File: src/rtl/mdbrot_pkg.sv
// Shared types and helpers for the multi-engine Mandelbrot pixel scheduler.
package mdbrot_pkg;

  typedef enum logic [1:0] {IDLE, RUN, DRAIN, DONE} sched_state_t;

  localparam int unsigned X_MAX_DEF = 160;
  localparam int unsigned Y_MAX_DEF = 120;

  // In-set points plot black; otherwise the low three bits pick the colour,
  // with black remapped to white so escaping points never look in-set.
  function automatic logic [2:0] iter_to_colour(input logic [31:0] iter,
                                                input logic [31:0] max_iter);
    logic [2:0] low;
    low = iter[2:0];
    if (iter == max_iter) return 3'b000;
    return (low == 3'b000) ? 3'b111 : low;
  endfunction

endpackage

File: src/rtl/rr_arbiter.sv
// Round-robin arbiter: one-hot grant searched from a registered pointer,
// pointer moves to one past the winner after each grant.
module rr_arbiter #(
  parameter int unsigned N = 4
) (
  input  logic         clk,
  input  logic         rst_n,
  input  logic [N-1:0] req,
  output logic [N-1:0] grant,
  output logic         grant_any
);

  localparam int unsigned PW = (N > 1) ? $clog2(N) : 1;

  logic [PW-1:0] ptr;
  logic [PW-1:0] ptr_nxt;

  always_comb begin : pick
    int unsigned c;
    c         = 0;
    grant     = '0;
    grant_any = 1'b0;
    ptr_nxt   = ptr;
    for (int unsigned k = 0; k < N; k++) begin
      c = (32'(ptr) + k) % N;
      if (!grant_any && req[c]) begin
        grant[c]  = 1'b1;
        grant_any = 1'b1;
        ptr_nxt   = PW'((c + 1) % N);
      end
    end
  end

  always_ff @(posedge clk or negedge rst_n) begin
    if (!rst_n) begin
      ptr <= '0;
    end else if (grant_any) begin
      ptr <= ptr_nxt;
    end
  end

endmodule

File: src/rtl/mdbrot_pixel_scheduler.sv
// Frame sequencer: dispatches raster pixels to N_ENG iteration engines and
// funnels their results, one per cycle, onto the VGA plot port.
module mdbrot_pixel_scheduler
  import mdbrot_pkg::*;
#(
  parameter int unsigned N_ENG    = 4,
  parameter int unsigned X_MAX    = X_MAX_DEF,
  parameter int unsigned Y_MAX    = Y_MAX_DEF,
  parameter int unsigned ITER_W   = 8,
  parameter int unsigned MAX_ITER = 255
) (
  input  logic                    clk,
  input  logic                    rst_n,
  input  logic                    start,
  output logic                    done,
  output logic [N_ENG-1:0]        eng_go,
  output logic [7:0]              eng_px,
  output logic [6:0]              eng_py,
  input  logic [N_ENG-1:0]        eng_res_valid,
  input  logic [N_ENG*ITER_W-1:0] eng_res_iter,
  output logic [N_ENG-1:0]        eng_res_ack,
  output logic [7:0]              vga_x,
  output logic [6:0]              vga_y,
  output logic [2:0]              vga_colour,
  output logic                    vga_plot
);

  localparam logic [7:0] X_LAST = 8'(X_MAX - 1);
  localparam logic [6:0] Y_LAST = 7'(Y_MAX - 1);

  sched_state_t state, state_nxt;

  logic [7:0]        cnt_x;
  logic [6:0]        cnt_y;
  logic [N_ENG-1:0]  busy;
  logic [7:0]        coord_x [N_ENG];
  logic [6:0]        coord_y [N_ENG];

  logic [N_ENG-1:0]  go_sel;
  logic              go_any;
  logic              last_px;
  logic              frame_start;
  logic [N_ENG-1:0]  req;
  logic [N_ENG-1:0]  grant;
  logic              grant_any;
  logic [ITER_W-1:0] sel_iter;
  logic [7:0]        sel_x;
  logic [6:0]        sel_y;

  assign last_px     = (cnt_x == X_LAST) && (cnt_y == Y_LAST);
  assign frame_start = ((state == IDLE) || (state == DONE)) && start;
  assign done        = (state == DONE);

  // Lowest-index free engine; busy is the registered copy, so an engine acked
  // this cycle only becomes a dispatch candidate on the following cycle.
  always_comb begin
    go_sel = '0;
    go_any = 1'b0;
    if (state == RUN) begin
      for (int unsigned i = 0; i < N_ENG; i++) begin
        if (!go_any && !busy[i]) begin
          go_sel[i] = 1'b1;
          go_any    = 1'b1;
        end
      end
    end
  end

  always_comb begin
    req = '0;
    if ((state == RUN) || (state == DRAIN)) req = eng_res_valid & busy;
  end

  rr_arbiter #(.N(N_ENG)) u_arb (
    .clk       (clk),
    .rst_n     (rst_n),
    .req       (req),
    .grant     (grant),
    .grant_any (grant_any)
  );

  always_comb begin
    sel_iter = '0;
    sel_x    = '0;
    sel_y    = '0;
    for (int unsigned i = 0; i < N_ENG; i++) begin
      if (grant[i]) begin
        sel_iter = eng_res_iter[i*ITER_W +: ITER_W];
        sel_x    = coord_x[i];
        sel_y    = coord_y[i];
      end
    end
  end

  always_comb begin
    state_nxt = state;
    unique case (state)
      IDLE:    if (start) state_nxt = RUN;
      RUN:     if (go_any && last_px) state_nxt = DRAIN;
      DRAIN:   if (busy == '0) state_nxt = DONE;
      DONE:    if (start) state_nxt = RUN;
      default: state_nxt = IDLE;
    endcase
  end

  always_ff @(posedge clk or negedge rst_n) begin
    if (!rst_n) state <= IDLE;
    else        state <= state_nxt;
  end

  always_ff @(posedge clk or negedge rst_n) begin
    if (!rst_n) begin
      cnt_x       <= '0;
      cnt_y       <= '0;
      busy        <= '0;
      eng_go      <= '0;
      eng_px      <= '0;
      eng_py      <= '0;
      eng_res_ack <= '0;
      vga_x       <= '0;
      vga_y       <= '0;
      vga_colour  <= '0;
      vga_plot    <= 1'b0;
      for (int unsigned i = 0; i < N_ENG; i++) begin
        coord_x[i] <= '0;
        coord_y[i] <= '0;
      end
    end else begin
      eng_go      <= go_sel;
      eng_res_ack <= grant;
      vga_plot    <= grant_any;
      busy        <= (busy | go_sel) & ~grant;

      if (frame_start) begin
        cnt_x <= '0;
        cnt_y <= '0;
      end else if (go_any) begin
        eng_px <= cnt_x;
        eng_py <= cnt_y;
        if (cnt_x == X_LAST) begin
          cnt_x <= '0;
          cnt_y <= (cnt_y == Y_LAST) ? '0 : cnt_y + 7'd1;
        end else begin
          cnt_x <= cnt_x + 8'd1;
        end
      end

      for (int unsigned i = 0; i < N_ENG; i++) begin
        if (go_sel[i]) begin
          coord_x[i] <= cnt_x;
          coord_y[i] <= cnt_y;
        end
      end

      if (grant_any) begin
        vga_x      <= sel_x;
        vga_y      <= sel_y;
        vga_colour <= iter_to_colour(32'(sel_iter), 32'(MAX_ITER));
      end
    end
  end

endmodule

File: config.mk
export PLATFORM = sky130hd
export DESIGN_NAME = mdbrot_pixel_scheduler
export DESIGN_NICKNAME = d
export VERILOG_FILES = /design/src/rtl/mdbrot_pkg.sv /design/src/rtl/rr_arbiter.sv /design/src/rtl/mdbrot_pixel_scheduler.sv
export SDC_FILE = /design/constraint.sdc
export NUM_CORES = 1
export LEC_CHECK = 0
export ABC_AREA = 1
export BUFFER_PORTS_ARGS = -buffer_cell sky130_fd_sc_hd__buf_2
export CAP_MARGIN = 25
export CORE_MARGIN = 2
export CORE_UTILIZATION = 50
export CTS_BUF_LIST = sky130_fd_sc_hd__clkbuf_8
export DETAILED_ROUTE_END_ITERATION = 6
export GPL_TIMING_DRIVEN = 0
export PLACE_DENSITY_LB_ADDON = 0.3
export RECOVER_POWER = 25
export SETUP_SLACK_MARGIN = 0.3
export SYNTH_ARGS = -nofsm -noshare
export SYNTH_HDL_FRONTEND = slang
export SYNTH_SLANG_ARGS = --single-unit
File: constraint.sdc
create_clock -name clk -period 3.2 [get_ports clk]
set_clock_uncertainty 0.05 [all_clocks]
set_input_delay 0.64 -clock clk [delete_from_list [all_inputs] [get_ports clk]]
set_output_delay 0.64 -clock clk [all_outputs]
set_load 0.01 [all_outputs]
# [Word level (Yosys, flattened, before mapping)]
# Cells that the tools add are included.
[op_classes] mux=69 n_eq_ne=9 order_cmp=8 bitwise_logic=8 n_addsub=8 reduce_logical=35
[op_table] cell="$mux 8" n=11
[op_table] cell="$mux 7" n=8
[op_table] cell="$mux 1" n=25
[op_table] cell="$mux 4" n=6
[op_table] cell="$eq 8x8->1 const B" n=2
[op_table] cell="$or 4x4->4" n=4
[op_table] cell="$mux 2" n=7
[op_table] cell="$logic_and 1x1->1" n=13
[op_table] cell="$lt 2x3->1 const B" n=4
[op_table] cell="$logic_not 1->1" n=9
[op_table] cell="$mux 3" n=3
[op_table] cell="$add 2x1->2 const B" n=4
[op_table] cell="$add 8x1->8 const B" n=1
[op_table] cell="$and 4x4->4" n=2
[op_table] cell="$bmux 1 s2" n=4
[op_table] cell="$demux 1 s2" n=4
[op_table] cell="$ge 2x1->1 const B" n=4
[op_table] cell="$add 7x1->7 const B" n=1
[op_table] cell="$eq 7x7->1 const B" n=1
[op_table] cell="$ne 2x1->1 const B" n=3
[op_table] cell="$pmux 2 s3" n=1
[op_table] cell="$reduce_and 2->1" n=3
[op_table] cell="$add 2x2->2 const B" n=2
[op_table] cell="$eq 2x2->1 const B" n=2
[op_table] cell="11 further kinds" n=13
[word_totals] register_bits=125 output_inout_bits=43 elab_cells=158

# [Longest topological paths before layout]
# Gate-level depths: netlist (run 1).
[logic_depth] depth_word=23 depth_mapped=22 mapped_depth_nobuf=21

# [Cells and area by module]
# From an unflattened synthesis (run 1), not the netlist that was laid out.
[hier_totals] hier_cells=710 area_unflattened_um2=5973.2
[modules_own_cells] mod="mdbrot_pixel_scheduler" area_each_um2=5464.0 instances=1 cells_each=628
[modules_own_cells] mod="rr_arbiter" area_each_um2=509.2 instances=1 cells_each=82

# [Worst setup path before layout (run 1)]
# No wires, ideal clock.
[synth_timing] kind="register -> register" start="register u_arb.ptr[0]" end="register vga_colour[0]" required_time_ps=3032 stages_incl_launch_ff=20 path_buffers=1 slack_ps=688 arrival_time_ps=2345 setup_time_ps=118 path_cell_list="dfrtp_1 -> inv_2 -> ha_1 -> inv_1 -> nand3_1 -> nand2_2 -> nand2_4 -> nor2_8 -> nand3_2 -> nand2_2 -> inv_2 -> buf_6 -> nand2_1 -> nand2_1 -> nand2_1 -> nand2_2 -> nor2_1 -> nand3_2 -> nand3_1 -> nand2_1"
[synth_between] elab_chain_cells=20
[synth_rtl] element="from (decl)" line_no="rr_arbiter.sv:15" source="logic [PW-1:0] ptr;"
[synth_rtl] element="from (signal assigned)" line_no="rr_arbiter.sv:38" source="ptr <= ptr_nxt;"
[synth_rtl] element="branches (longest 20 deep; another with $lt 2x3->1)"
[synth_rtl] element="to (signal assigned)" line_no="mdbrot_pixel_scheduler.sv:158" source="vga_colour <= iter_to_colour(32'(sel_iter), 32'(MAX_ITER));"
[synth_rtl] element="to (decl)" line_no="mdbrot_pixel_scheduler.sv:24" source="output logic [2:0] vga_colour,"
# Several ways; the timed one is not identified. The select of a mux whose other input is x is not followed.
# A chain may end at the register's enable or synchronous reset.

# [Worst setup path in the final report (run 1)]
[layout_timing] start="register state[0]" end="register vga_x[4]"
[layout_between] elab_chain_cells=19
[layout_rtl] element="from (decl)" line_no="mdbrot_pixel_scheduler.sv:31" source="sched_state_t state, state_nxt;"
[layout_rtl] element="from (signal assigned)" line_no="mdbrot_pixel_scheduler.sv:108" source="else state <= state_nxt;"
[layout_rtl] element="$eq 2x1->1 or $eq 2x2->1 (tied branches)" line_no="mdbrot_pixel_scheduler.sv:71" source="if ((state == RUN) || (state == DRAIN)) req = eng_res_valid & busy;"
[layout_rtl] element="$logic_or 1x1->1 *" line_no="mdbrot_pixel_scheduler.sv:71"
[layout_rtl] element="$mux 4 *" line_no="mdbrot_pixel_scheduler.sv:71"
[layout_rtl] element="$bmux 1 s2" line_no="rr_arbiter.sv:26" source="if (!grant_any && req[c]) begin"
[layout_rtl] element="$mux 1 (implied by the code)" line_no="rr_arbiter.sv:26"
[layout_rtl] element="$mux 1" line_no="rr_arbiter.sv:26"
[layout_rtl] element="$logic_not 1->1" line_no="rr_arbiter.sv:26"
[layout_rtl] element="$logic_and 1x1->1" line_no="rr_arbiter.sv:26"
[layout_rtl] element="$mux 1" line_no="rr_arbiter.sv:26"
[layout_rtl] element="$logic_not 1->1" line_no="rr_arbiter.sv:26"
[layout_rtl] element="$logic_and 1x1->1" line_no="rr_arbiter.sv:26"
[layout_rtl] element="$mux 1" line_no="rr_arbiter.sv:26"
[layout_rtl] element="$logic_not 1->1" line_no="rr_arbiter.sv:26"
[layout_rtl] element="$logic_and 1x1->1" line_no="rr_arbiter.sv:26"
[layout_rtl] element="$mux 4" line_no="rr_arbiter.sv:26"
[layout_rtl] element="$mux 8 (4 in a row)" line_no="mdbrot_pixel_scheduler.sv:87" source="if (grant[i]) begin"
[layout_rtl] element="to (signal assigned)" line_no="mdbrot_pixel_scheduler.sv:156" source="vga_x <= sel_x;"
[layout_rtl] element="to (decl)" line_no="mdbrot_pixel_scheduler.sv:22" source="output logic [7:0] vga_x,"
# Every way passes the cells marked *; elsewhere a longest branch is shown, timed or not. The select of a mux whose other input is x is not followed.

==> impl_metrics.yaml, run 1 <==
synthesis:
  syn_inst: 723
  synth.cell_area_um2: 5980
  synth-xor-area-share: 0.00293
  synth_top_family_by_area: "simple AND/OR/NAND/NOR gates"
  synth_nets: 774
  ys_seq_elements: 125
  postSynthAreaPerCell_um2: 8.28
  synth-seq-area-share: 0.523
  yosysUniqueCellTypes: 38
  yosys.area_share.adder: 0.0251
  yosys.area_share.simple: 0.212
  synth.mux.area_fraction: 0.00167
  ys_warn_count: 0
  synth_compound_area_frac: 0.160
sta:
  min_period_ns: 2.74
  fin_hold_ws_ns: 0.436
  finalHoldViolations: 0
  maxSlewViolCount: 37
  fmax_ghz: 0.365
  timing.final.crit_share: 0.857
  setup_ws_ns: 0.459
  rsz0062_at_grt: "false"
  slew_headroom: -0.414
  worst_pin_slew_ns: 2.12
  setup_viol: 0
routing:
  dr.pass1.iters: 6
  viasPerCell: 5.57
  drc: 0
  drt-initial-drc-count: 524
  detail_route.wl_per_cell_um: 16.0
  wirelength_um: 15800
  ant_nets: 0
  vias: 5510
clock_tree:
  htree_levels: 4
  cts_tree: "yes"
  path_clk_slew_ns: 0.07
  clock_path_buffers: 2
  root_buffer: "clkbuf_8"
  cts_buffers: 17
  clk_latency_ns: 0.44
  numClockSinks: 125
  ctsHoldBuffers: 0
power_and_ir_drop:
  cellPowerDensity_nw_per_um2: 1140
  vdd_drop_max_v: 0.000689
  p_leak_nw: 3.52
  total_power_w: 0.00819
run_status:
  status: "finished, violations left"
  violations: "capacitance limit, slew limit"
floorplan:
  start_util: 0.517
  dieArea_um2: 12900
  rows: 39
  core_area_um2: 11600
  die_w_um: 113
  io_pins: 82
  die_h_um: 113
placement:
  place.gp.congestion: 0.890
  preCtsSetupSlack_ns: 0.0835
  io_buffers: 81
  placed_area_um2: 6600
  dp.final_hpwl_um: 11200
worst_setup_path:
  path_delay_family: "simple AND/OR/NAND/NOR gates"
  path_cells: "inv_1 -> ha_4 -> inv_4 -> nand4_1 -> nand2_1 -> nand2_1 -> nand2_1 -> nand2_1 -> o22ai_1 -> nor2_1 -> nand2_2 -> inv_2 -> clkbuf_4 -> o21ai_0 -> a21oi_1 -> o21ai_1"
  crit_buf_inv: 4
  crit_arrival_ns: 3.01
  regToRegSetupSlack_ns: 0.46
  crit_path_max_incr_delay_ns: 0.38
  crit_fanout: 10
  cp_slowest_cell: "dfrtp_1"
  r2r_end: "vga_x[4]"
  cpMostUsedCell: "nand2_1"
  worstRegToRegCells: 16
  cp_num_cells: 16
  path_class: "reg2reg"
  crit_start: "state[0]"
  cp.required_ns: 3.47
  endpoint: "vga_x[4]"
  start_kind: "flop"
  endpoint_kind: "flop"
  worstReg2RegStart: "state[0]"
layout:
  n_fill_cell: 980
  antenna_cells: 0
  post-route-util: 0.623
  drive_gt1_frac: 0.201
  multi_input_comb_area_um2: 2440
  regArea_um2: 3130
  fin_nets: 885
  fin_area_um2: 7200
  area_growth_syn_to_layout_pct: 20.4
grt:
  grt_overflow: 0
  grt_pass1_wl_um: 25800
  grt_max_degree: 90
  grt_usage: 0.255
  first_global_vias: 5273
  antenna_found_initial: 0
hold_path:
  hold_class: "reg2reg"
flow_run:
  maxCapViolCount: 1
[metrics by stage]
stage	TNS, ns	std cells
floorplan	0	723
global placement	-11.55	947
detailed placement	0	948
CTS	0	981
global route	0	990
finish	0	990
[area by class of cell]
class	count	share of cell area
inverters	87	0.0466
clock buffers	22	0.0420
clock inverters	10	0.0222
flip-flops and latches	125	0.435
well taps	143	0.0248
repair buffers	92	0.0703
plain buffers	25	0.0201
multi-input cells	486	0.339
[report_power, final]
part / total (W) / switching (W) / leakage (nW) / internal [W]
Sequential: 0.00235 / 0.000294 / 1.66 / 0.00206
Combinational: 0.00428 / 0.00285 / 1.63 / 0.00143
Clock: 0.00156 / 0.000611 / 0.229 / 0.000950
Total: 0.00819 / 0.00376 / 3.52 / 0.00443
[worst min path at each step]
stage | start | to | slack (ns) | depth (start not counted)
floorplan | rst_n | busy[0] | 0.29 | 0
global placement | coord_x[22] | coord_x[22] | 0.41 | 2
detailed placement | coord_x[21] | coord_x[21] | 0.42 | 2
CTS | rst_n | cnt_y[4] | 0.04 | 1
global route | vga_colour[1] | vga_colour[1] | 0.46 | 2
finish | coord_x[21] | coord_x[21] | 0.44 | 2
[synth_stat cells]
cell / number / area share
nand3_2: 4 / 0.0067
a221oi_1: 1 / 0.0015
nand3_1: 26 / 0.022
mux2i_1: 1 / 0.0017
inv_2: 7 / 0.0044
buf_2: 5 / 0.0042
nor2_8: 1 / 0.0033
o21ai_1: 13 / 0.011
o21bai_1: 1 / 0.0013
nor3b_1: 1 / 0.0013
or2_1: 1 / 0.0010
xor2_1: 2 / 0.0029
clkbuf_1: 15 / 0.0094
inv_1: 79 / 0.050
nand2_2: 5 / 0.0052
dfrtp_1: 125 / 0.52
a21oi_2: 1 / 0.0015
clkinv_1: 1 / 0.00063
a21boi_2: 1 / 0.0019
o22ai_1: 15 / 0.016
nor3_1: 7 / 0.0059
nand4_1: 6 / 0.0063
a31oi_1: 1 / 0.0010
nor2_2: 1 / 0.0010
a41oi_1: 1 / 0.0015
nand2_4: 4 / 0.0075
nand3_4: 1 / 0.0029
buf_6: 3 / 0.0056
buf_1: 1 / 0.00063
ha_1: 12 / 0.025
o21ai_0: 111 / 0.093
nand4_2: 2 / 0.0042
nor4_1: 1 / 0.0010
o32ai_1: 2 / 0.0029
nor2_1: 54 / 0.034
nand2_1: 175 / 0.11
a21oi_1: 35 / 0.029
buf_4: 1 / 0.0013
[cell usage in the layout, fill, tap and decap left out, types with 5 or more instances in the layout]
cell type / instances
clkbuf_1: 14
nand2_2: 5
nor3_1: 7
o21ai_1: 15
buf_4: 11
o22ai_1: 15
dfrtp_1: 123
inv_2: 5
nor2_1: 50
nand2_1: 175
buf_2: 81
o21ai_0: 109
inv_1: 79
clkbuf_8: 22
nand3_2: 5
nand4_1: 6
a21oi_1: 35
nand3_1: 25
nor2_2: 5
ha_1: 10
[worst min-delay path, cell delays in order, from the launching register on]
cell and delay [ns]:
dfrtp_1 0.34, nand2_1 0.05, o21ai_0 0.06
[kinds of logic after synthesis]
| family | Yosys count |
|---|---|
| simple gates | 289 |
| compound gates | 182 |
| xor+xnor | 2 |
| mux | 1 |
| fa+ha+maj | 12 |
| flops | 125 |
| buf+inv | 112 |
[state kept, by name, summed over array words and instances, names as in the netlist]
register	count
eng_py	7
busy	4
eng_res_ack	4
eng_go	4
state	2
cnt_y	7
coord_y	28
vga_x	8
cnt_x	8
coord_x	32
vga_colour	3
eng_px	8
vga_plot	1
u_arb.ptr	2
vga_y	7
[timing repair]
action                                  in CTS  in global routing
buffers inserted                             1                  9
resized for setup                            7                 18
pin swaps                                    0                  1
endpoints found under the setup margin      16                 18
[routing by layer]
layer	vias to the layer above	share of wire	track usage
li1	2584	-	-
met1	2676	0.43	0.339
met2	216	0.49	0.420
met3	34	0.064	0.0632
met4	0	0.019	0.0699
met5	-	0	0
Note: power is estimated with default switching activity, not from simulation.
==> inputs of run 2 (changes only) <==
ABC_AREA = default   (was 1)
==> run 2 against run 1 <==
Effect of this change: the run still ends with capacitance limit, slew limit left; flip-flop and latch count is the same; non-clock buffer count up 33; core utilization increased by 3.5 points; critical path depth is 3 lower; setup slack got worse by 0.33 ns; largest cell class unchanged.
==> impl_metrics.yaml, run 2 <==
hold_path:
  hold_class: "reg2reg"
  min_from: "coord_x[13]"
  worst_hold_path.endpoint: "coord_x[13]"
  hold_depth: 2
worst_setup_path:
  regToRegSetupSlack_ns: 0.13
  endpoint_kind: "flop"
  path_class: "reg2reg"
  r2r_end: "vga_colour[0]"
  crit_arrival_ns: 3.36
  crit_fanout: 9
  start_kind: "flop"
  worstReg2RegStart: "busy[0]"
  worstRegToRegCells: 13
  cp.required_ns: 3.49
flow_run:
  maxCapViolCount: 1
synthesis:
  synth.cell_area_um2: 5980
  synth_edf_count: 0
  postSynthAreaPerCell_um2: 9.89
  ys_seq_elements: 125
  async_flop_share: 1.00
  synth_largest_area_cell: "dfrtp_1"
  netlist_top_cells_area: "dfrtp_1, mux2_2, nand2_1"
  yosysMostFrequentCell: "nand2_1"
  ys_warn_count: 0
  yosysUniqueCellTypes: 55
  synth-seq-area-share: 0.523
  synth_nets: 656
  yosysTopAreaCellShare: 0.523
  synthFlopType: "dfrtp_1"
  synth_common_cells: "nand2_1, dfrtp_1, a21oi_1, mux2_2, nor2_1"
  syn_inst: 605
grt:
  grt_max_degree: 96
  grt_overflow: 0
  first_global_vias: 4948
  antenna_found_initial: 0
  grt_pass1_wl_um: 24500
  grt_usage: 0.241
clock_tree:
  clock_path_buffers: 2
  clk_latency_ns: 0.43
  cts_tree: "yes"
  ctsHoldBuffers: 0
  root_buffer: "clkbuf_8"
  numClockSinks: 125
  path_clk_slew_ns: 0.08
  htree_levels: 4
  cts_buffers: 17
floorplan:
  rows: 39
  die_w_um: 113
  dieArea_um2: 12900
  core_area_um2: 11600
  io_pins: 82
  die_h_um: 113
  start_util: 0.517
layout:
  drive_gt1_frac: 0.357
  layout_commonest_cell: "nand2_1"
  area_growth_syn_to_layout_pct: 27.1
  mostFrequentLayoutCells: "nand2_1, dfrtp_1, buf_2, mux2_2"
  fin_cells: 888
  antenna_cells: 0
  largest_register: "coord_x"
  fin_nets: 783
  biggestRegsByFlops: "coord_x (32), coord_y (28)"
  largest_reg_flops: 32
power_and_ir_drop:
  vdd_drop_max_v: 0.000536
  p_leak_nw: 3.75
  cellPowerDensity_nw_per_um2: 982
placement:
  preCtsSetupSlack_ns: -0.431
  dp.final_hpwl_um: 10100
  io_buffers: 81
  dp.cells: 830
  place.gp.congestion: 0.885
sta:
  finalHoldViolations: 0
  slew_headroom: -0.158
  rsz0062_at_grt: "true"
  final.setup.tns_ns: 0
  maxSlewViolCount: 31
  worst_pin_slew_ns: 1.74
  setup_ws_ns: 0.133
  timing.final.crit_share: 0.959
  setup_viol: 0
  min_period_ns: 3.07
  fmax_ghz: 0.326
routing:
  vias: 5023
  drt-initial-drc-count: 449
  viasPerCell: 5.66
  dr.pass1.iters: 5
  drc: 0
  ant_nets: 0
  detail_route.wl_per_cell_um: 17.2
  wirelength_um: 15300
run_status:
  status: "finished, violations left"
  violations: "capacitance limit, slew limit"
## run 2: cell types whose count changed in the layout (fill, tap and decap cells not counted), moves of 5 or more
cell	before	now
and3_1	0	6
buf_4	11	26
nor3_1	7	2
a22oi_1	0	17
o22ai_1	15	1
clkbuf_1	14	22
nand3_1	25	18
nor2_1	50	32
o21ai_0	109	9
a21oi_2	1	15
nand2_1	175	129
mux2_2	0	45
inv_1	79	16
clkbuf_2	1	7
## run 2: critical path, cell delays in order, from the launching register on
cell and delay (ns):
dfrtp_1 0.36, buf_4 0.16, and2_4 0.17, mux4_2 0.50, and3_4 0.21, a22o_1 0.21
a221oi_4 0.27, inv_2 0.12, buf_4 0.16, a211oi_4 0.26, a221oi_4 0.11, nor2_1 0.13
nor2_1 0.06, o31ai_2 0.22
## run 2: final cells by class
| class | count | area (um2) |
|---|---|---|
| multi-input combinational | 421 | 2860 |
| buffer | 42 | 238 |
| inverter | 17 | 68.8 |
| fill | 905 | 3960 |
| tap | 143 | 179 |
| clock buffer | 18 | 248 |
| sequential | 125 | 3130 |
| clock inverter | 14 | 216 |
| timing repair buffer | 108 | 663 |
## run 2: metrics by stage
step           hold WS (ns)  instance area, um2  power [W]  utilization
2_1_floorplan         0.294                6020    0.00425            -
3_3_place_gp          0.408                6610    0.00496        0.571
3_5_place_dp          0.412                6640    0.00506        0.574
4_1_cts             0.00578                7320    0.00697        0.633
5_1_grt               0.459                7600    0.00793        0.657
6_report              0.429                7600    0.00746        0.657
## run 2: how the worst max path moves through the flow
stage	slack, ns	startpoint	depth (start not counted)	end
detailed placement	-0.43	eng_res_valid[3]	12	vga_x[4]
CTS	0.1	u_arb.ptr[0]	13	vga_colour[0]
global route	-0.01	u_arb.ptr[0]	12	vga_colour[0]
global placement	-0.38	eng_res_valid[3]	12	vga_x[7]
floorplan	0.21	eng_res_valid[2]	11	vga_colour[0]
finish	0.13	busy[0]	13	vga_colour[0]
## run 2: cells by family (layout without fill, tap and decap cells)
| logic type | count (synthesis) | after routing | share of synthesized area |
|---|---|---|---|
| AND/OR/NAND/NOR | 237 | 237 | 0.179 |
| multiplexers | 48 | 48 | 0.0939 |
| AO/OA/AOI/OAI | 119 | 119 | 0.130 |
| adder cells (fa/ha/maj) | 12 | 12 | 0.0251 |
| buffers and inverters | 59 | 199 | 0.0418 |
| XOR/XNOR | 5 | 5 | 0.00732 |
| flip-flops | 125 | 125 | 0.523 |
## run 2: metal layers
layer / vias to the layer above / wire length, um / track usage
met4: 0 / 220 / 0.0789
met3: 22 / 764 / 0.0473
met2: 178 / 7690 / 0.405
li1: 2356 / - / -
met5: - / 0 / 0
met1: 2467 / 6610 / 0.317
## run 2: power by group
group | switching [W] | internal, W
Sequential | 0.000274 | 0.00202
Combinational | 0.00207 | 0.00151
Clock | 0.000638 | 0.000950
Total | 0.00298 | 0.00448
## run 2: repair_timing
item                                   in CTS  in global routing
gates resized for setup                    34                 67
endpoints found under the hold margin       0                  0
pin swaps                                  10                 33
buffers inserted                           18                  7
setup endpoints to repair                  34                 37
cloned                                      0                  1
==> inputs of run 3 (changes only) <==
MAX_ROUTING_LAYER = met4   (was default)
==> run 3 against run 2 <==
Effect of this change: the run now ends clean; hold slack improved by 0.0057 ns; fmax rose by 0.34%; power shrank 3.7%; combinational power rose by 1%; critical endpoint unchanged; largest power group unchanged.
==> impl_metrics.yaml, run 3 (synthesis results as in run 2) <==
worst_setup_path:
  regToRegSetupSlack_ns: 0.14
  crit_buf_inv: 3
  endpoint_kind: "flop"
  cp_slowest_cell: "mux4_2"
  path_class: "reg2reg"
  cp_num_cells: 12
  endpoint: "vga_colour[0]"
  crit_path_max_incr_delay_ns: 0.54
  worstRegToRegCells: 12
  crit_start: "u_arb.ptr[0]"
  path_delay_family: "compound AO/OA/AOI/OAI gates"
  path_cells: "buf_6 -> inv_6 -> mux4_2 -> and3_4 -> a22o_1 -> a221oi_4 -> buf_6 -> nand3_4 -> a221oi_4 -> nand3_2 -> nor3_4 -> o31ai_2"
  crit_arrival_ns: 3.28
  start_kind: "flop"
  worstReg2RegStart: "u_arb.ptr[0]"
  cp.required_ns: 3.43
  r2r_end: "vga_colour[0]"
  crit_fanout: 5
grt:
  first_global_vias: 5037
  grt_usage: 0.248
  grt_overflow: 0
  grt_max_degree: 102
  grt_util_met1: 0.313
  grt_pass1_wl_um: 24500
  busiest_layer: "met2"
  grtUsageMet2: 0.403
  antenna_found_initial: 0
  globalRouteMet3Util: 0.0404
run_status:
  status: "completed"
sta:
  worst_pin_slew_ns: 1.36
  setup_viol: 0
  min_period_ns: 3.06
  rsz0062_at_grt: "true"
  slew_headroom: 0.0922
  finalHoldViolations: 0
  fmax_ghz: 0.327
  fin_hold_ws_ns: 0.435
  timing.final.crit_share: 0.955
  setup_ws_ns: 0.143
  maxSlewViolCount: 0
floorplan:
  dieArea_um2: 12900
  die_w_um: 113
  core_area_um2: 11600
  die_h_um: 113
  rows: 39
  io_pins: 82
  start_util: 0.517
routing:
  vias: 5098
  dr.pass1.iters: 5
  wirelength_um: 15300
  viasPerCell: 5.74
  ant_nets: 0
  drt-initial-drc-count: 333
  drc: 0
  detail_route.wl_per_cell_um: 17.3
placement:
  dp.final_hpwl_um: 10200
  preCtsSetupSlack_ns: -0.397
  place.gp.congestion: 0.895
  io_buffers: 81
layout:
  antenna_cells: 0
  layout_commonest_cell: "nand2_1"
  largest_register: "coord_x"
  n_fill_cell: 931
  largest_reg_flops: 32
  drive_gt1_frac: 0.379
  fin_nets: 786
  post-route-util: 0.652
  mostFrequentLayoutCells: "nand2_1, dfrtp_1, buf_2, mux2_2, nor2_1"
  area_growth_syn_to_layout_pct: 26.0
  biggestRegsByFlops: "coord_x (32), coord_y (28)"
clock_tree:
  cts_buffers: 17
  clk_latency_ns: 0.43
  path_clk_slew_ns: 0.08
  htree_levels: 4
  clock_path_buffers: 2
  cts_tree: "yes"
  numClockSinks: 125
  root_buffer: "clkbuf_8"
power_and_ir_drop:
  p_leak_nw: 3.72
  cellPowerDensity_nw_per_um2: 954
  vdd_drop_max_v: 0.000399
  total_power_w: 0.00719
hold_path:
  hold_class: "reg2reg"
flow_run:
  maxCapViolCount: 0
## run 3: cell types whose count changed in the layout (fill, tap and decap cells not counted), moves of 3 or more
cell       delta
nand3_4       -3
nand3_2       +6
clkinv_2      +3
bufinv_16     -3
nand3_1       -3
a21oi_1       -9
a21oi_2       +9
buf_6         +5
clkinv_4      -3
## run 3: routing by layer
| metal | up-vias | routed length (um) |
|---|---|---|
| met3 | 36 | 726 |
| met5 | - | 0 |
| met4 | 0 | 408 |
| met2 | 179 | 7540 |
| li1 | 2358 | - |
| met1 | 2525 | 6670 |
## run 3: what timing repair did
action                                 4_1_cts  5_1_grt
gates resized for setup                     43       78
endpoints found under the hold margin        6        0
buffers inserted                            19        8
setup endpoints to repair                   35       37
pin swaps                                   13       41
gates cloned                                 1        0
hold buffers                                 1        0
## run 3: power breakdown
group	leakage [nW]	switching, W	internal (W)	total (W)
Combinational	1.83	0.00208	0.00154	0.00362
Clock	0.190	0.000576	0.000683	0.00126
Sequential	1.69	0.000281	0.00203	0.00231
Total	3.72	0.00294	0.00425	0.00719
## run 3: how the worst min path moves through the flow
stage	cells after the start	from	end
CTS	2	coord_x[8]	coord_x[8]
global route	2	coord_x[19]	coord_x[19]
detailed placement	2	coord_y[8]	coord_y[8]
floorplan	0	rst_n	busy[0]
finish	2	coord_x[19]	coord_x[19]
global placement	2	coord_y[13]	coord_y[13]
## run 3: worst min-delay path, stage by stage (launching register included)
cell	delay, ns
dfrtp_1	0.34
nand2_1	0.05
nand2_1	0.06
## run 3: per-stage QoR
stage,TNS (ns),area [um2],instances
detailed placement,-6.07,6640,830
CTS,0,7250,880
global route,-0.0420,7540,888
floorplan,0,6020,605
finish,0,7540,888
global placement,-17.88,6610,829
## run 3: cell type report
type | count | area (um2) | share of cell area
buffer | 42 | 245 | 0.0325
clock buffer | 18 | 248 | 0.0329
clock inverter | 11 | 106 | 0.0141
inverter | 17 | 68.8 | 0.00913
multi-input combinational | 421 | 2900 | 0.384
sequential | 125 | 3130 | 0.416
tap | 143 | 179 | 0.0237
timing repair buffer | 111 | 659 | 0.0875
